`src/rtl/mos6502_pkg.sv`:
```
// Shared 6502 constants: interrupt/reset vectors and default bus widths.
package mos6502_pkg;
  localparam int          DEF_DATA_W = 8;
  localparam int          DEF_ADDR_W = 16;
  localparam logic [15:0] RESET_VEC  = 16'hFFFC;
  localparam logic [15:0] NMI_VEC    = 16'hFFFA;
  localparam logic [15:0] IRQ_VEC    = 16'hFFFE;
endpackage

```
`src/rtl/mos6502_fetchq_ram.sv`:
```
// Fetch-queue storage: one write port, async read of head entry and, with
// MOS6502_FETCHQ_PEEK_EN defined, of the entry after the head.
module mos6502_fetchq_ram #(
  parameter int WIDTH = 24,
  parameter int DEPTH = 4
) (
  input  logic                     clk,
  input  logic                     we,
  input  logic [$clog2(DEPTH)-1:0] waddr,
  input  logic [WIDTH-1:0]         wdata,
  input  logic [$clog2(DEPTH)-1:0] head_addr,
  output logic [WIDTH-1:0]         head_data
`ifdef MOS6502_FETCHQ_PEEK_EN
  ,
  input  logic [$clog2(DEPTH)-1:0] next_addr,
  output logic [WIDTH-1:0]         next_data
`endif
);

  logic [WIDTH-1:0] mem [DEPTH];

  always_ff @(posedge clk) begin
    if (we) mem[waddr] <= wdata;
  end

  assign head_data = mem[head_addr];
`ifdef MOS6502_FETCHQ_PEEK_EN
  assign next_data = mem[next_addr];
`endif

endmodule

```
`src/rtl/mos6502_fetch_queue.sv`:
```
// 6502 instruction prefetch queue with redirect flush.
// Optional peek-at-second-entry port enabled by MOS6502_FETCHQ_PEEK_EN.
module mos6502_fetch_queue
  import mos6502_pkg::*;
#(
  parameter int                DATA_W     = DEF_DATA_W,
  parameter int                ADDR_W     = DEF_ADDR_W,
  parameter int                DEPTH      = 4,
  parameter logic [ADDR_W-1:0] RESET_ADDR = ADDR_W'(RESET_VEC)
) (
  input  logic                       clk,
  input  logic                       reset,
  input  logic                       rdy,
  output logic [ADDR_W-1:0]          add_bus,
  output logic                       fetch_en,
  input  logic [DATA_W-1:0]          d_in,
  input  logic                       redirect,
  input  logic [ADDR_W-1:0]          redirect_addr,
  output logic                       deq_valid,
  input  logic                       deq_ready,
  output logic [DATA_W-1:0]          deq_data,
  output logic [ADDR_W-1:0]          deq_addr,
  output logic [$clog2(DEPTH+1)-1:0] count
`ifdef MOS6502_FETCHQ_PEEK_EN
  ,
  output logic                       peek_valid,
  output logic [DATA_W-1:0]          peek_data
`endif
);

  localparam int PTR_W = $clog2(DEPTH);
  localparam int CNT_W = $clog2(DEPTH + 1);
  localparam int ENT_W = DATA_W + ADDR_W;

  logic [PTR_W-1:0] head, tail;
  logic [ENT_W-1:0] head_word;
  logic             enq, deq, not_empty;

  assign not_empty = (count != '0);
  assign fetch_en  = reset && (count < CNT_W'(DEPTH)) && !redirect;
  assign deq_valid = not_empty && !redirect;
  assign enq       = fetch_en && rdy;
  assign deq       = deq_valid && deq_ready;

  // Storage is uninitialised, so the head is masked to zero while empty.
  assign deq_data = not_empty ? head_word[ENT_W-1:ADDR_W] : '0;
  assign deq_addr = not_empty ? head_word[ADDR_W-1:0]     : '0;

  always_ff @(posedge clk) begin
    if (!reset) begin
      add_bus <= RESET_ADDR;
      count   <= '0;
      head    <= '0;
      tail    <= '0;
    end else if (redirect) begin
      add_bus <= redirect_addr;
      count   <= '0;
      head    <= '0;
      tail    <= '0;
    end else begin
      if (enq) begin
        tail    <= tail + PTR_W'(1);
        add_bus <= add_bus + ADDR_W'(1);
      end
      if (deq) head <= head + PTR_W'(1);
      if (enq && !deq)      count <= count + CNT_W'(1);
      else if (deq && !enq) count <= count - CNT_W'(1);
    end
  end

`ifdef MOS6502_FETCHQ_PEEK_EN
  logic [ENT_W-1:0] next_word;
  logic             two_plus;

  assign two_plus   = (count >= CNT_W'(2));
  assign peek_valid = two_plus && !redirect;
  assign peek_data  = two_plus ? next_word[ENT_W-1:ADDR_W] : '0;
`endif

  mos6502_fetchq_ram #(
    .WIDTH (ENT_W),
    .DEPTH (DEPTH)
  ) u_ram (
    .clk       (clk),
    .we        (enq),
    .waddr     (tail),
    .wdata     ({d_in, add_bus}),
    .head_addr (head),
    .head_data (head_word)
`ifdef MOS6502_FETCHQ_PEEK_EN
    ,
    .next_addr (head + PTR_W'(1)),
    .next_data (next_word)
`endif
  );

endmodule

```
`config.mk`:
```
export PLATFORM = sky130hd
export DESIGN_NAME = mos6502_fetch_queue
export DESIGN_NICKNAME = d
export VERILOG_FILES = /design/src/rtl/mos6502_pkg.sv /design/src/rtl/mos6502_fetchq_ram.sv /design/src/rtl/mos6502_fetch_queue.sv
export SDC_FILE = /design/constraint.sdc
export NUM_CORES = 1
export LEC_CHECK = 0
export CORE_ASPECT_RATIO = 1.2
export CORE_MARGIN = 3
export CORE_UTILIZATION = 43
export CTS_CLUSTER_DIAMETER = 50
export DETAILED_ROUTE_END_ITERATION = 6
export PLACE_DENSITY = 0.62
export SYNTH_ARGS = -nofsm -noshare
export SYNTH_HDL_FRONTEND = slang
export SYNTH_SLANG_ARGS = --single-unit
```
`constraint.sdc`:
```
create_clock -name clk -period 5.3 [get_ports clk]
set_input_delay 0.795 -clock clk [delete_from_list [all_inputs] [get_ports clk]]
set_output_delay 0.795 -clock clk [all_outputs]
set_load 0.1 [all_outputs]
```
# Word level (Yosys, flattened, before mapping)
# Memory sizes are Yosys's and may differ from the RTL's. A register that Yosys moved wholly into a read port is not among the register bits.
# Index checks and enable logic that the tools add are counted.
dict set report word_totals {
  regBits 23
  ramBits 96
  in_bits 29
  n_memories 1
}
dict set report classes {
  n_addsub 5
  magnitude_cmp 1
  muxes 10
  bitwise_logic 1
  n_reduce_logical 14
}
# name depth width read_ports rd_clocked_by_memory_dff wr line_no
set mem_list {}
lappend mem_list {u_ram.mem 4 24 1 1 1 mos6502_fetchq_ram.sv:20} ;# logic [WIDTH-1:0] mem [DEPTH];
# cell count
set op_table {}
lappend op_table {{$mux W16} 3}
lappend op_table {{$add A16 B1 Y16 const B} 1}
lappend op_table {{$mux W8} 1}
lappend op_table {{$logic_and A1 B1 Y1} 7}
lappend op_table {{$mux W3} 2}
lappend op_table {{$add A2 B1 Y2 const B} 2}
lappend op_table {{$mux W2} 2}
lappend op_table {{$reduce_bool A2 Y1} 2}
lappend op_table {{$add A3 B1 Y3 const B} 1}
lappend op_table {{$logic_not A1 Y1} 3}
lappend op_table {{$lt A3 B3 Y1 const B} 1}
lappend op_table {{$reduce_bool A3 Y1} 1}
lappend op_table {{$sub A3 B1 Y3 const B} 1}
lappend op_table {{$mux W1} 2}
lappend op_table {{$reduce_or A2 Y1} 1}
lappend op_table {{$not A1 Y1} 1}

# Longest topological paths before layout
# Gate-level depths: netlist of run 1.
dict set report logic_depth {
  depth_word 8
  ltp_mapped 10
  mapped_depth_nobuf 9
}

# Cells and area by module
# From an unflattened synthesis of run 1, not the netlist that was laid out.
dict set report hier_totals {
  hier_cells 313
  hier_area_um2 5004.8
}
# module instances cells_each area_each_um2
set modules_own_cells {}
lappend modules_own_cells {mos6502_fetchq_ram 1 130 3534.6}
lappend modules_own_cells {mos6502_fetch_queue 1 183 1470.2}

# Worst setup path after synthesis of run 1
# OpenSTA, ideal clock, no wires.
dict set report synth_timing {
  kind {register -> output}
  start {register count[2]}
  end {output port deq_valid}
  arrival_ns 2.814
  slack_ns 1.691
  path_stages_with_launch 4
  path_buffers 1
  path_cell_list {dfxtp_1 or3_1 clkbuf_1 nor2b_1}
}
dict set report synth_via {
  elab_chain_cells 2
}
# item line_no
set synth_rtl {}
lappend synth_rtl {{start: declaration} mos6502_fetch_queue.sv:23} ;# output logic [$clog2(DEPTH+1)-1:0] count
lappend synth_rtl {{start signal: assignment} mos6502_fetch_queue.sv:66} ;# if (enq && !deq) count <= count + CNT_W'(1);
lappend synth_rtl {{start signal: assignment} mos6502_fetch_queue.sv:67} ;# else if (deq && !enq) count <= count - CNT_W'(1);
lappend synth_rtl {{$reduce_bool A3 Y1} mos6502_fetch_queue.sv:39} ;# assign not_empty = (count != '0);
lappend synth_rtl {{$logic_and A1 B1 Y1} mos6502_fetch_queue.sv:41} ;# assign deq_valid = not_empty && !redirect;
lappend synth_rtl {{end: declaration} mos6502_fetch_queue.sv:19} ;# output logic deq_valid,
# No other way between the ends.

==> flow_summary.toml, run 1 <==
[outcome]
status = "completed"

[critical_path]
cp.arrival_ns = 3.17
critPathMaxFanout = 18
critical_path_class = "flop to output port"
startpoint_type = "flop"
rr_worst_depth = 9
cp-end-kind = "output port"
required_ns = 4.51

[sta]
hold_viol = 0
tns_ns = 0
finalCriticalPeriod_ns = 3.96
relSlewSlack_pct = 34.6
fin_crit_sh_pct = 74.8
maxSlewViolCount = 0
rsz0062_at_grt = "false"
worst_slew_pin_slew_ns = 0.978
clock_skew_ns = 0.00658
fmax_mhz = 252
setup_violations = 0

[yosys]
synth_ff_type = "edfxtp_1"
yosysTopAreaCell = "edfxtp_1"
yosysTopAreaCellShare_pct = 56.6
synth-seq-cells = 121
syn_avg_cell_area_sq_um = 15.9
yosysSeqAreaShare_pct = 66.5
synth_most_common_cell = "edfxtp_1"
ys_top_cells_by_area = "edfxtp_1, mux4_2, dfxtp_1"
synth_area_sq_um = 5090
ys_warn_count = 0
synthDistinctLibCells = 46
synthCells = 320
synth_edf_count = 96
async_flop_share_pct = 0
synth_commonest_cells = "edfxtp_1, and2_1, dfxtp_1"
syn_nets = 356

[placement]
hpwl_um = 6410
gp_congestion = 0.766
numPortBuffers = 73

[global_routing]
grt_antenna_before_repair = 0
grt_pass1_vias = 3045
overflow = 0
grt_pass1_wl_um = 16700
grt_max_degree = 38
track_usage_pct = 16.7

[clocking]
clockBufferDepth = 2
cts_root_buf = "clkbuf_16"
clock_latency_ns = 0.40
clk_pin_slew_ns = 0.05
cts_sinks = 121
htreeDepth = 4
hold_buffers = 0
numCtsBuffers = 17
post_cts_resized = 0
postCtsSetupBuffers = 0
cts_tree = "done"

[final_layout]
utilization_pct = 58.1
area_growth_pct = 28.8
num-nets-final = 437
diodes = 0
drive_gt1_share_pct = 15.9

[floorplanning]
die_height_um = 125
ioPinCount = 74
initial_core_util_pct = 45.1
fp.dieArea_sq_um = 13200
die_width_um = 105
row_count = 42
fp.coreArea_sq_um = 11300

[power]
p_per_area_nw_per_um2 = 378
power.leakage_nw = 2.24
ir_worst_vdd_mv = 0.227

[routing]
routedWlPerCell_um = 18.0
wirelength_um = 10200
detail-route-antenna-nets = 0
route.detailed.drc = 0
num_vias = 2941
firstDrtPassIters = 4
via_per_inst = 5.18
drtIter0Drc = 145

[job]
cap_violations = 0

[worst_hold_path]
min_path_type = "flop to flop"
min_path_cells = 2
## final timing paths
kind / start / to / slack (ns)
max reg2reg: count[2]$_SDFFE_PP0P_ / count[2]$_SDFFE_PP0P_ / 2.52
min: head[0]$_SDFFE_PP0P_ / flop / 0.53
min reg2reg: head[0]$_SDFFE_PP0P_ / flop / 0.53
max: flop / deq_addr[12] / 1.34
## metal layers
| layer | track usage, % | share of wire [%] |
|---|---|---|
| met1 | 22.1 | 43 |
| met2 | 26.3 | 50 |
| met3 | 4.28 | 4.7 |
| met4 | 7.26 | 2.5 |
| met5 | 0 | 0 |
## worst max-delay path, cell delays in order (launching register included)
cell	delay, ns
dfxtp_1	0.96
buf_4	0.34
mux4_2	0.21
and2_1	0.12
clkdlybuf4s50_1	1.13
## cells by family (layout without fill, tap and decap cells)
group,after synthesis,after routing,share of synthesized area [%]
flip-flops,121,121,66.5
AND/OR/NAND/NOR,100,100,12.8
buffers and inverters,26,120,2.24
multiplexers,27,27,11.2
adder cells (fa/ha/maj),7,7,1.87
XOR/XNOR,11,11,1.89
AO/OA/AOI/OAI,28,28,3.56
## cell usage in the layout, fill, tap and decap left out, drive strengths merged, types with 3 or more instances in the layout
| cell | instances |
|---|---|
| edfxtp | 96 |
| clkdlybuf4s50 | 71 |
| and2 | 28 |
| dfxtp | 25 |
| mux4 | 24 |
| clkbuf | 22 |
| nor2 | 12 |
| nand2 | 11 |
| buf | 9 |
| inv | 8 |
| nor2b | 8 |
| o21ai | 8 |
| and3 | 7 |
| clkinv | 7 |
| xor2 | 6 |
| a21oi | 6 |
| ha | 6 |
| nor3 | 6 |
| xnor2 | 5 |
| and3b | 4 |
| a311oi | 4 |
| mux2i | 3 |
| and4b | 3 |
| nand3 | 3 |
| and4 | 3 |
| bufinv | 3 |
| nand4 | 3 |
## per-stage QoR
stage               cells  cell area, sq um  hold WS [ns]  worst slack [ns]  power [mW]
detailed placement    536              5980         0.517              1.68        1.38
CTS                   568              6560         0.536              1.25        2.50
global placement      536              5980         0.503              1.68        1.38
finish                568              6560         0.533              1.34        2.48
global route          568              6560         0.564              1.21        2.56
floorplan             320              5090         0.485              1.69        1.29
## final cells by class
type,instances,area (sq um)
clock inverter,10,125
tap,154,193
multi-input combinational,173,1590
timing repair buffer,80,778
clock buffer,22,454
sequential,121,3380
fill,892,4740
inverter,8,30.0
## registers in the layout, summed over array words and instances, names as in the netlist, named ones only
name / count
count: 3
u_ram.mem: 96
tail: 2
head: 2
add_bus: 16
## where the power goes
| group | switching (mW) | internal [mW] |
|---|---|---|
| clock | 0.378 | 0.744 |
| sequential | 0.0257 | 1.04 |
| combinational | 0.202 | 0.0861 |
Note: power is estimated with default switching activity, not from simulation.
==> run 2, diff against run 1 <==
Settings changed: PLACE_DENSITY 0.62 to 0.64.
Clock period 5.3 ns to 3.63 ns, I/O delays scaled along.
==> flow_summary.toml, run 2 (synthesis results as in run 1) <==
[power]
internal_power_mw = 2.57
clkPwrFrac_pct = 42.2
ir_worst_vdd_mv = 0.291
swShare_pct = 25.4
combPwrFrac_pct = 12.5
power.leakage_nw = 2.31
power_mw = 3.44
p_per_area_nw_per_um2 = 528
netSwitchingPower_mw = 0.875
p_seq_share_pct = 45.4

[critical_path]
cp.arrival_ns = 2.32
cp-end-kind = "output port"
r2r_slack_ns = 1.37
r2r_start = "count[2]$_SDFFE_PP0P_"
critical_path_class = "flop to output port"
required_ns = 3.09
r2r_end = "count[2]$_SDFFE_PP0P_"
startpoint_type = "flop"
critPathMaxFanout = 15
rr_worst_depth = 9

[routing]
wirelength_um = 10500
drtIter0Drc = 138
num_vias = 3017
detail-route-antenna-nets = 0
via_per_inst = 5.25
firstDrtPassIters = 4
route.detailed.drc = 0
routedWlPerCell_um = 18.2

[worst_hold_path]
min_path_cells = 2
holdCritStartpoint = "head[1]$_SDFFE_PP0P_"
min_path_type = "flop to flop"

[final_layout]
multi_input_area_sq_um = 1590
top_regs = "u_ram.mem: 96 flops, add_bus: 16 flops, count: 3 flops"
layout_commonest_cell = "edfxtp_1"
layout_common_cells = "edfxtp_1, clkdlybuf4s50_1, buf_4, and2_1"
area_growth_pct = 28.1
largest_reg_flops = 96
fillers = 914
stdcell_count = 575
drive_gt1_share_pct = 23.5
num-nets-final = 445
diodes = 0
regArea_sq_um = 3380
largest-register = "u_ram.mem"
final_area_sq_um = 6520
utilization_pct = 57.7

[job]
cap_violations = 0

[clocking]
clockBufferDepth = 2
postCtsSetupBuffers = 0
hold_buffers = 0
cts_root_buf = "clkbuf_16"
htreeDepth = 4
post_cts_resized = 0
cts_tree = "done"
clk_pin_slew_ns = 0.05
numCtsBuffers = 17
cts_sinks = 121
clock_latency_ns = 0.40

[outcome]
status = "completed"

[placement]
gp_congestion = 0.771
hpwl_um = 6790
dp_slack_ns = 0.810
numPortBuffers = 73
dpl.cell_count = 544
post_dp_cell_area_sq_um = 6000

[floorplanning]
initial_core_util_pct = 45.1
ioPinCount = 74
row_count = 42
fp.coreArea_sq_um = 11300
die_width_um = 105
fp.dieArea_sq_um = 13200
die_height_um = 125

[sta]
fmax_mhz = 349
rsz0062_at_grt = "false"
maxSlewViolCount = 0
worst_slew_pin_slew_ns = 0.998
timing.final.ws_setup_ns = 0.768
setup_violations = 0
finalCriticalPeriod_ns = 2.86
hold_viol = 0
relSlewSlack_pct = 33.3
fin_hold_ws_ns = 0.531
fin_crit_sh_pct = 78.8
clock_skew_ns = 0.00504
tns_ns = 0

[global_routing]
overflow = 0
grt_pass1_wl_um = 17100
grt_max_degree = 38
grt_pass1_vias = 3173
grt_antenna_before_repair = 0
track_usage_pct = 17.1
## run 2: cell count changes in the layout (fill, tap and decap cells not counted), moves of 2 or more
cell,before,now
clkdlybuf4s50_1,71,46
clkinvlp_4,0,2
clkinv_2,3,5
clkbuf_1,4,2
buf_4,9,40
bufinv_16,3,1
buf_12,0,2
## run 2: layer usage
| layer | GRT usage, % | routed length (um) | up-vias | share of wire (%) |
|---|---|---|---|---|
| met4 | 7.10 | 170 | 0 | 1.6 |
| met2 | 28.1 | 5370 | 93 | 51 |
| li1 | - | - | 1410 | - |
| met5 | 0 | 0 | - | 0 |
| met3 | 5.00 | 516 | 13 | 4.9 |
| met1 | 21.1 | 4400 | 1501 | 42 |
## run 2: final cells by class
cell class / instances / area share (%)
flip-flops and latches: 121 / 51.9
well taps: 154 / 2.96
inverters: 8 / 0.461
clock buffers: 19 / 6.64
repair buffers: 88 / 12.3
clock inverters: 12 / 1.30
multi-input cells: 173 / 24.4
## run 2: worst max path at each step
stage	start	endpoint	cells past startpoint
3_3_place_gp	redirect	count[2]$_SDFFE_PP0P_	9
5_1_grt	flop	deq_data[7]	4
6_report	flop	deq_addr[1]	4
4_1_cts	flop	deq_addr[15]	4
2_1_floorplan	count[2]$_SDFFE_PP0P_	deq_valid	3
3_5_place_dp	redirect	count[2]$_SDFFE_PP0P_	9
## run 2: worst max-delay path, cell delays in order, from the launching register on
cell and delay, ns:
dfxtp_2 0.55, buf_4 0.39, mux4_2 0.54, and2_1 0.19
buf_4 0.23
## run 2: power by group through the flow
stage	clock, mW	combinational (mW)	sequential, mW
after floorplan	0	0.223	1.67
after global placement	0	0.427	1.59
after detailed placement	0	0.431	1.59
after CTS	1.48	0.433	1.56
final	1.45	0.429	1.56
after global routing	1.55	0.451	1.56
==> run 3, diff against run 2 <==
Clock period 3.63 ns to 2.45 ns, I/O delays scaled along.
==> flow_summary.toml, run 3 (synthesis results as in run 1) <==
[final_layout]
largest_reg_flops = 96
layout_common_cells = "edfxtp_1, buf_4, buf_12, clkdlybuf4s50_1, mux4_2"
regArea_sq_um = 3390
layout_commonest_cell = "edfxtp_1"
area_growth_pct = 36.5
stdcell_count = 579
multi_input_area_sq_um = 1620
diodes = 0
top_regs = "u_ram.mem: 96 flops, add_bus: 16 flops, count: 3 flops"
fillers = 805
num-nets-final = 448
largest-register = "u_ram.mem"
drive_gt1_share_pct = 34.8

[critical_path]
cp.arrival_ns = 1.93
rr_worst_depth = 9
critical_path_class = "flop to output port"
critPathMaxStageDelay_ns = 0.54
required_ns = 2.08
crit_chain = "buf_6, mux4_2, and2_2, buf_12"
critPathMaxFanout = 16
startpoint_type = "flop"
cpMaxStageDelayCell = "mux4_2"
cp-end-kind = "output port"

[routing]
route.detailed.drc = 0
via_per_inst = 5.23
firstDrtPassIters = 4
dr_wl_met3_um = 533
routedWlPerCell_um = 17.8
routed.top_layer = "met4"
drtIter0Drc = 210
detail-route-antenna-nets = 0
num_vias = 3028
wl_met1_um = 4250
met2WireLength_um = 5300
wirelength_um = 10300

[sta]
fin_crit_sh_pct = 93.7
finalCriticalPeriod_ns = 2.30
fin_hold_ws_ns = 0.524
hold_viol = 0
worst_slew_pin_slew_ns = 0.416
setup_violations = 0
clock_skew_ns = 0.00597
tns_ns = 0
maxSlewViolCount = 0
timing.final.ws_setup_ns = 0.154
rsz0062_at_grt = "false"
fmax_mhz = 436
relSlewSlack_pct = 72.2

[global_routing]
grt_antenna_before_repair = 0
track_usage_pct = 17.1
overflow = 0
grt_max_degree = 37
grt_pass1_wl_um = 16900
grt_pass1_vias = 3217

[clocking]
numCtsBuffers = 17
cts_sinks = 121
cts_tree = "done"
htreeDepth = 4
clk_pin_slew_ns = 0.05
clockBufferDepth = 2
cts_root_buf = "clkbuf_16"
clock_latency_ns = 0.41

[floorplanning]
die_width_um = 105
fp.dieArea_sq_um = 13200
fp.coreArea_sq_um = 11300
row_count = 42
die_height_um = 125
ioPinCount = 74
initial_core_util_pct = 45.1

[worst_hold_path]
min_path_type = "input pin to flop"
min_path_cells = 3

[placement]
numPortBuffers = 73
hpwl_um = 6550
dp_slack_ns = -0.108
dpl.cell_count = 547
gp_congestion = 0.811

[power]
ir_worst_vdd_mv = 0.538
power_mw = 5.39
p_per_area_nw_per_um2 = 775
power.leakage_nw = 2.47

[job]
cap_violations = 0

[outcome]
status = "completed"
==> run 3: routing by layer <==
metal / track usage [%] / vias up
li1: - / 1417
met1: 20.9 / 1507
met2: 28.1 / 87
met3: 5.10 / 17
met4: 7.41 / 0
met5: 0 / -
==> run 3: final cells by class <==
class	instances	share of cell area [%]
Inverter	8	0.432
Sequential cell	121	48.8
Timing Repair Buffer	91	16.3
Multi-Input combinational cell	173	23.4
Clock buffer	24	6.93
Tap cell	154	2.77
Clock inverter	8	1.35
==> run 3: worst paths after layout <==
check	from	end	slack (ns)
worst min-delay path	redirect_addr[12]	add_bus[12]$_SDFFE_PN1P_	0.52
worst max register to register	count[2]$_SDFFE_PP0P_	count[2]$_SDFFE_PP0P_	0.21
worst min register to register	count[0]$_SDFFE_PP0P_	count[0]$_SDFFE_PP0P_	0.53
worst max-delay path	flop	deq_addr[6]	0.15
==> run 3: stage by stage <==
step / util (%) / instance area (sq um)
2_1_floorplan: - / 5130
3_3_place_gp: 56.4 / 6370
3_5_place_dp: 56.4 / 6370
4_1_cts: 61.5 / 6940
5_1_grt: 61.5 / 6950
6_report: 61.5 / 6950
==> run 3: critical path, delay by kind of cell, from the launching register on <==
family,cells,cell delay (ns)
AND/OR/NAND/NOR,1,0.23
flip-flops,1,0.33
buffers and inverters,2,0.41
multiplexers,1,0.54
==> run 3: timing repair <==
action | in CTS | in global routing
gates resized for setup | 0 | 1
hold endpoints to repair | 0 | 0
setup buffers | 0 | 0
endpoints found under the setup margin | 0 | 8
hold buffers | 0 | 0
==> run 3: report_power, final <==
| part | internal, mW | leakage (nW) | switching [mW] | total, mW |
|---|---|---|---|---|
| clock network | 1.57 | 0.288 | 0.803 | 2.37 |
| registers | 2.26 | 1.05 | 0.0495 | 2.31 |
| logic | 0.248 | 1.13 | 0.461 | 0.710 |
| total | 4.07 | 2.47 | 1.31 | 5.39 |
